File: src/rtl/gray_seq_pkg.sv
// Shared types and constants for the Gray frame sequencer: FSM state encoding,
// frame length and word width.
package gray_seq_pkg;
    localparam int FRAME_LEN = 5;
    localparam int WORD_W    = 5;
    localparam int SHIFT_LEN = FRAME_LEN - 1;

    typedef enum logic [1:0] {
        ST_IDLE,
        ST_LOAD,
        ST_SHIFT,
        ST_GAP
    } state_t;
endpackage

File: src/rtl/bin_gray_5bit.sv
// Combinational binary-to-Gray converter for one sequencer word.
module bin_gray_5bit
    import gray_seq_pkg::*;
(
    input  logic [WORD_W-1:0] i_bin,
    output logic [WORD_W-1:0] o_gray
);
    assign o_gray = i_bin ^ (i_bin >> 1);
endmodule

File: src/rtl/gray_frame_sequencer.sv
// Feeds a 5-bit PISO: one-entry input buffer, LOAD/SHIFT/GAP framing, frame counter.
// Define SEQ_BIN2GRAY_EN to Gray-encode each word before it is loaded.
module gray_frame_sequencer
    import gray_seq_pkg::*;
#(
    parameter int GAP   = 0,
    parameter int CNT_W = 8
) (
    input  logic              clk,
    input  logic              rst,
    input  logic              in_valid,
    output logic              in_ready,
    input  logic [WORD_W-1:0] in_data,
    output logic [WORD_W-1:0] word_out,
    output logic              shift,
    output logic              frame_start,
    output logic              busy,
    output logic [CNT_W-1:0]  frame_cnt
);
    state_t             r_state;
    state_t             w_next;
    logic [WORD_W-1:0]  r_buf;
    logic [WORD_W-1:0]  r_word;
    logic [WORD_W-1:0]  w_conv;
    logic               r_buf_full;
    logic [3:0]         r_ph;
    logic [CNT_W-1:0]   r_cnt;
    logic               w_load;
    logic               w_accept;

`ifdef SEQ_BIN2GRAY_EN
    bin_gray_5bit u_b2g (
        .i_bin  (r_buf),
        .o_gray (w_conv)
    );
`else
    assign w_conv = r_buf;
`endif

    assign w_load   = (r_state == ST_LOAD);
    // The buffer drains in LOAD, so a refill that same cycle avoids a bubble.
    assign in_ready = !r_buf_full || w_load;
    assign w_accept = in_valid && in_ready;

    always_comb begin
        w_next = r_state;
        case (r_state)
            ST_IDLE:  if (r_buf_full || w_accept) w_next = ST_LOAD;
            ST_LOAD:  w_next = ST_SHIFT;
            ST_SHIFT: begin
                if (r_ph == 4'(SHIFT_LEN - 1)) begin
                    if (GAP > 0)         w_next = ST_GAP;
                    else if (r_buf_full) w_next = ST_LOAD;
                    else                 w_next = ST_IDLE;
                end
            end
            ST_GAP:   if (r_ph == 4'(GAP - 1)) w_next = r_buf_full ? ST_LOAD : ST_IDLE;
            default:  w_next = ST_IDLE;
        endcase
    end

    always_ff @(posedge clk) begin
        if (rst) begin
            r_state    <= ST_IDLE;
            r_buf      <= '0;
            r_buf_full <= 1'b0;
            r_word     <= '0;
            r_ph       <= '0;
            r_cnt      <= '0;
        end else begin
            r_state <= w_next;
            r_ph    <= (w_next != r_state) ? 4'd0 : r_ph + 4'd1;
            if (w_accept) begin
                r_buf      <= in_data;
                r_buf_full <= 1'b1;
            end else if (w_load) begin
                r_buf_full <= 1'b0;
            end
            if (w_load) r_word <= w_conv;
            // Counted on entry so frame_cnt already shows the new frame during LOAD.
            if (w_next == ST_LOAD) r_cnt <= r_cnt + 1'b1;
        end
    end

    assign word_out    = w_load ? w_conv : r_word;
    assign shift       = !w_load;
    assign frame_start = w_load;
    assign busy        = (r_state != ST_IDLE);
    assign frame_cnt   = r_cnt;
endmodule

File: config.mk
export PLATFORM = sky130hd
export DESIGN_NAME = gray_frame_sequencer
export DESIGN_NICKNAME = d
export VERILOG_FILES = /design/src/rtl/gray_seq_pkg.sv /design/src/rtl/bin_gray_5bit.sv /design/src/rtl/gray_frame_sequencer.sv
export SDC_FILE = /design/constraint.sdc
export NUM_CORES = 1
export LEC_CHECK = 0
export ABC_AREA = 1
export CELL_PAD_IN_SITES_DETAIL_PLACEMENT = 1
export CELL_PAD_IN_SITES_GLOBAL_PLACEMENT = 2
export CORE_MARGIN = 10
export CORE_UTILIZATION = 27
export CTS_CLUSTER_DIAMETER = 80
export DETAILED_ROUTE_END_ITERATION = 7
export PLACE_DENSITY = 0.81
export SETUP_SLACK_MARGIN = 0.2
export SYNTH_ARGS = -nofsm -noshare
export SYNTH_HDL_FRONTEND = slang
export SYNTH_SLANG_ARGS = --single-unit
File: constraint.sdc
create_clock -name clk -period 1.5 [get_ports clk]
set_input_delay 0.3 -clock clk [delete_from_list [all_inputs] [get_ports clk]]
set_output_delay 0.3 -clock clk [all_outputs]
set_load 0.05 [all_outputs]
# After elaboration in Yosys (flattened, before gate mapping)
# Cells that the tools add are included.
# totals
ff_bits,25
input_bits,8
# op_classes
addsub,2
n_eq_ne,7
muxes,8
n_reduce_logical,9
# op_table
op,n
adder 8 x 1 -> 8 bit (second input constant),1
one-hot mux 2 bit (4 select lines),1
two-way mux 2 bit,3
two-way mux 5 bit,1
adder 4 x 1 -> 4 bit (second input constant),1
equality test 2 x 1 -> 1 bit (second input constant),2
equality test 2 bit (second input constant),2
equality test 4 x 2 -> 1 bit (second input constant),1
equality test 4 bit (second input constant),1
nonzero test 2 bit,2
two-way mux 1 bit,3
logical NOT 1 bit,2
logical NOT 2 bit,1
logical OR 1 bit,2
!= test 2 bit,1
OR reduction 2 bit,1
logical AND 1 bit,1

# Longest topological paths before layout
# logic_depth
depth_word,8
depth_mapped,9
mapped_depth_nobuf,9

# Worst setup path after synthesis
# Ideal clock, no wire load.
# synth_path
path_type,flip-flop to output port
startpoint,register r_state[0]
endpoint,output word_out[0]
t_arrival_ns,1.529
required_ns,1.200
setup_slack_ns,-0.329
stages_incl_launch_ff,6
path_cell_list,dfxtp_1 -> inv_1 -> nor2_4 -> inv_2 -> o21ai_0 -> inv_1
# synth_between
elab_chain_len,2
# synth_rtl
item,line_no,text
"start, declared",gray_frame_sequencer.sv:20,state_t r_state;
"start signal, assigned",gray_frame_sequencer.sv:71,r_state <= w_next;
equality test 2 x 1 -> 1 bit,gray_frame_sequencer.sv:40,assign w_load = (r_state == ST_LOAD);
via frame_start,gray_frame_sequencer.sv:16,"output logic frame_start,"
two-way mux 5 bit,n/a,
"end, declared",gray_frame_sequencer.sv:14,"output logic [WORD_W-1:0] word_out,"
# The timed path passes the listed nets, and every way through them passes these cells.

# Final worst setup path
# layout_path
startpoint,register r_state[0]
endpoint,output busy
# layout_between
elab_chain_len,1
# layout_rtl
item,line_no,text
nonzero test 2 bit,gray_frame_sequencer.sv:88,assign busy = (r_state != ST_IDLE);
"end, declared",gray_frame_sequencer.sv:17,"output logic busy,"
# No other way between the ends.

==> run summary <==
YOSYS
-----------------------------------------------------------------------------------------------------------------
Post-Synthesis Net Count ...........................................................................          169
Most area-consuming cells after synthesis .......................................................... dfxtp_1, nor2_1, nand2_1
Area fraction in and, or, nand and nor cells after synthesis .......................................        0.353
Number of different library cells in the post-synthesis netlist ....................................           24
Arithmetic-cell share of the synthesized area counting full adders, half adders and majority gates .       0.0211
Total standard cell area after synthesis ...........................................................     1190 um2
Most used flip-flop cell after synthesis ...........................................................      dfxtp_1
Post-synthesis sequential area ratio ...............................................................        0.422
Number of register bits inferred by synthesis ......................................................           25
Post-synthesis mux area share ......................................................................            0
Leading area contributor after synthesis ...........................................................      dfxtp_1
Share of synthesized registers carrying an async set or reset ......................................            0
Post-synthesis compound-gate area fraction .........................................................        0.100
Mean cell area of the mapped netlist ...............................................................     7.46 um2
Post-Synth XOR/XNOR Area ...........................................................................       0.0369
Largest family of logic cells by synthesized area .................................................. simple AND/OR/NAND/NOR gates
Number of instances in the synthesized netlist .....................................................          159
Area fraction of the dominant cell type after synthesis ............................................        0.422
Number of synthesized flops with an enable pin .....................................................            0
Total number of yosys warnings .....................................................................            0

TIMING
-----------------------------------------------------------------------------------------------------------------
Slew at the pin with the worst max-slew slack ......................................................       278 ps
Final-report setup violation count .................................................................           21
Worst rel slew slack ...............................................................................        0.814
Sum Neg Setup Slack ................................................................................     -2330 ps
Maximum clock frequency ............................................................................    0.593 GHz
Share of the clock period used by the worst path after layout ......................................         1.12
Largest clock skew in the final design .............................................................      1.84 ps
Final hold violation count .........................................................................            0
Count of pins over their slew limit ................................................................            0
Time the final worst path needs with I/O delays and setup ..........................................      1690 ps
Setup repair after global routing missed its margin ................................................         true
Final worst slack ..................................................................................      -185 ps

LAYOUT
-----------------------------------------------------------------------------------------------------------------
Layout filler cell count ...........................................................................          480
Core utilization of the finished layout ............................................................        0.510
Area occupied by multi-input gates .................................................................      843 um2
Fraction of layout instances using a drive strength above 1 ........................................        0.505
Layout area overhead ...............................................................................        84.7%
Post-route cell area ...............................................................................     2190 um2
Antenna fix cells ..................................................................................            0
Post-layout instance count excluding filler cells ..................................................          260
Net count, final ...................................................................................          219
Sequential cell area in the final layout ...........................................................      518 um2

PWR
-----------------------------------------------------------------------------------------------------------------
Total power per unit cell area .....................................................................  1150 nW/um2
Leakage power ......................................................................................     0.885 nW
Worst IR drop on VDD ...............................................................................     0.694 mV

PLACEMENT
-----------------------------------------------------------------------------------------------------------------
Final weighted congestion in routability-driven placement ..........................................        0.783
Count of buffers inserted at the top-level ports ...................................................           24
Setup slack at placement ...........................................................................     -73.6 ps
HPWL reported at the end of detailed placement .....................................................      2790 um
Placed instance area ...............................................................................     1830 um2
Placed Instances ...................................................................................          242

HOLD PATH
-----------------------------------------------------------------------------------------------------------------
Worst hold stages ..................................................................................            1
Destination of the worst hold path .................................................................      r_ph[0]
Class of the tightest hold or removal check ........................................................      reg2reg
Min-Delay Startpoint ...............................................................................      r_ph[0]

WORST SETUP PATH
-----------------------------------------------------------------------------------------------------------------
Capturing element type of the critical path ........................................................   output pin
Worst-case register-to-register setup slack ........................................................      -140 ps
CP arrival .........................................................................................      1390 ps
Logic depth of the worst register-to-register path .................................................            9
RR Startpoint ......................................................................................   r_state[0]
Peak fanout along the critical path ................................................................            4
Critical R2R Capture ............................................................................... frame_cnt[5]
Startpoint kind of the worst setup timing path .....................................................     register
Data required time of the worst path ...............................................................      1200 ps
Classification of the worst setup path .............................................................      reg2out

FLOORPLAN
-----------------------------------------------------------------------------------------------------------------
Die Y ..............................................................................................      86.3 um
Site Rows ..........................................................................................           24
Overall die width ..................................................................................      86.3 um
Core Box Area ......................................................................................     4290 um2
Total Die Area .....................................................................................     7440 um2
I/O pin cnt ........................................................................................           25
Initial core utilization ...........................................................................        0.276

GLOBAL ROUTE
-----------------------------------------------------------------------------------------------------------------
Largest net degree at the start of global routing ..................................................           16
Wire length of the first global-routing pass .......................................................      6320 um
Final global-route overflow total ..................................................................            0
Vias in the first global route .....................................................................         1340
Overall track demand over capacity in global routing ...............................................        0.103
Number of antenna violations at the first check in global routing ..................................            0

CLOCK TREE
-----------------------------------------------------------------------------------------------------------------
Root Buffer Master .................................................................................     clkbuf_8
Cts bufs inserted ..................................................................................            3
CTS tree ...........................................................................................          yes
Maximum root-to-sink buffer count ..................................................................            2
Latest clock arrival within the worst-skew pair ....................................................       270 ps
H-tree level count .................................................................................            1
TritonCTS sink count ...............................................................................           25
Clock slew at the register clock pins of the worst setup and hold paths ............................        90 ps

DETAILED ROUTING
-----------------------------------------------------------------------------------------------------------------
Number of remaining DRC errors .....................................................................            0
First DRT Iteration DRCs ...........................................................................           72
Iteration count of the initial detailed-routing pass ...............................................            5
Number of nets with antenna violations after routing ...............................................            0
Total wirelength of the detailed-routed design .....................................................      4110 um
Detailed-route vias per instance ...................................................................         4.87
Wire length per cell ...............................................................................      15.8 um
Total vias in the final route ......................................................................         1267

RUN STATUS
-----------------------------------------------------------------------------------------------------------------
Outcome ............................................................................................ finished, violations left
Failing checks ..................................................................................... setup timing

FLOW RUN
-----------------------------------------------------------------------------------------------------------------
# Max-Cap Violations ...............................................................................            0

metal layers:
metal / track usage / vias up / wire (um)
met1: 0.106 / 620 / 1580
li1: - / 613 / -
met2: 0.190 / 26 / 2230
met3: 0.0319 / 8 / 203
met4: 0.0412 / 0 / 91
met5: 0 / - / 0
worst max path at each step:
| stage | from | end | slack, ps | cells after the start |
|---|---|---|---|---|
| finish | r_state[0] | busy | -190 | 5 |
| global route | r_state[0] | word_out[3] | -240 | 6 |
| CTS | r_state[0] | word_out[3] | -170 | 6 |
| detailed placement | in_valid | frame_cnt[3] | -70 | 6 |
| global placement | in_valid | r_ph[0] | -30 | 6 |
| floorplan | r_state[0] | word_out[0] | -60 | 5 |
worst max-delay path, stage by stage, from the launching register on:
cell,delay [ps]
dfxtp_2,340
buf_4,130
buf_6,110
buf_6,110
or2_4,270
buf_12,160
registers in the layout, indices dropped and copies added (netlist names):
signal / count
frame_cnt: 8
r_buf: 5
r_buf_full: 1
r_ph: 4
r_state: 2
r_word: 5
repair_timing:
item                                    4_1_cts  5_1_grt
endpoints found under the setup margin       22       27
gates resized for setup                      18       30
pin swaps                                    20       15
gates cloned                                  1        1
hold buffers                                  0        0
setup buffers                                 8        4
cell usage after synthesis (2+ instances only):
master,count
nor2_1,28
xnor2_1,3
xor2_1,2
o21ai_0,10
o21bai_1,2
inv_2,2
nand2_2,4
clkbuf_1,2
inv_1,16
nor2_4,2
nand4_1,9
ha_1,2
dfxtp_1,25
a21oi_1,9
nand3_1,6
nand2_1,25
or2_2,5
per-stage QoR:
stage	hold slack [ps]	total power, mW
floorplan	417	1.42
global placement	430	1.86
detailed placement	461	1.88
CTS	469	2.44
global route	492	2.67
finish	462	2.53
power breakdown:
group	switching, mW	internal [mW]	total [mW]
registers	0.0599	0.735	0.795
clock network	0.213	0.190	0.403
logic	0.727	0.601	1.33
total	0.999	1.53	2.53
final cells by class:
class / instances / area share
Inverter: 19 / 0.0474
Sequential cell: 25 / 0.236
Multi-Input combinational cell: 115 / 0.385
Timing Repair Buffer: 45 / 0.281
Tap cell: 52 / 0.0297
Clock buffer: 4 / 0.0206
cell usage in the layout, fill, tap and decap left out:
cell              n
nor2_1           23
nand2_1          19
buf_12           19
dfxtp_1          17
buf_4            13
nand4_1           9
inv_1             9
clkdlybuf4s50_1   7
o21ai_4           6
nand2_2           6
nand3_1           6
buf_6             6
or2_2             5
inv_4             5
a21oi_2           5
o21ai_2           5
dfxtp_2           5
nor2_4            4
nand2_4           4
inv_2             3
nand3_4           3
xnor2_1           3
a21oi_1           3
nor2_2            3
clkbuf_8          3
dfxtp_4           3
nand2_8           2
xor2_1            2
o21bai_1          2
inv_8             1
or2_4             1
clkinv_8          1
a21oi_4           1
nand3b_1          1
ha_4              1
ha_1              1
clkbuf_1          1
cells by family (layout without fill, tap and decap cells):
family                   after synthesis  count (layout)
AO/OA/AOI/OAI                         22              22
flip-flops                            25              25
buffers and inverters                 21              68
XOR/XNOR                               5               5
adder cells (fa/ha/maj)                2               2
AND/OR/NAND/NOR                       84              86
No activity file was read; power rests on OpenSTA's default activity.
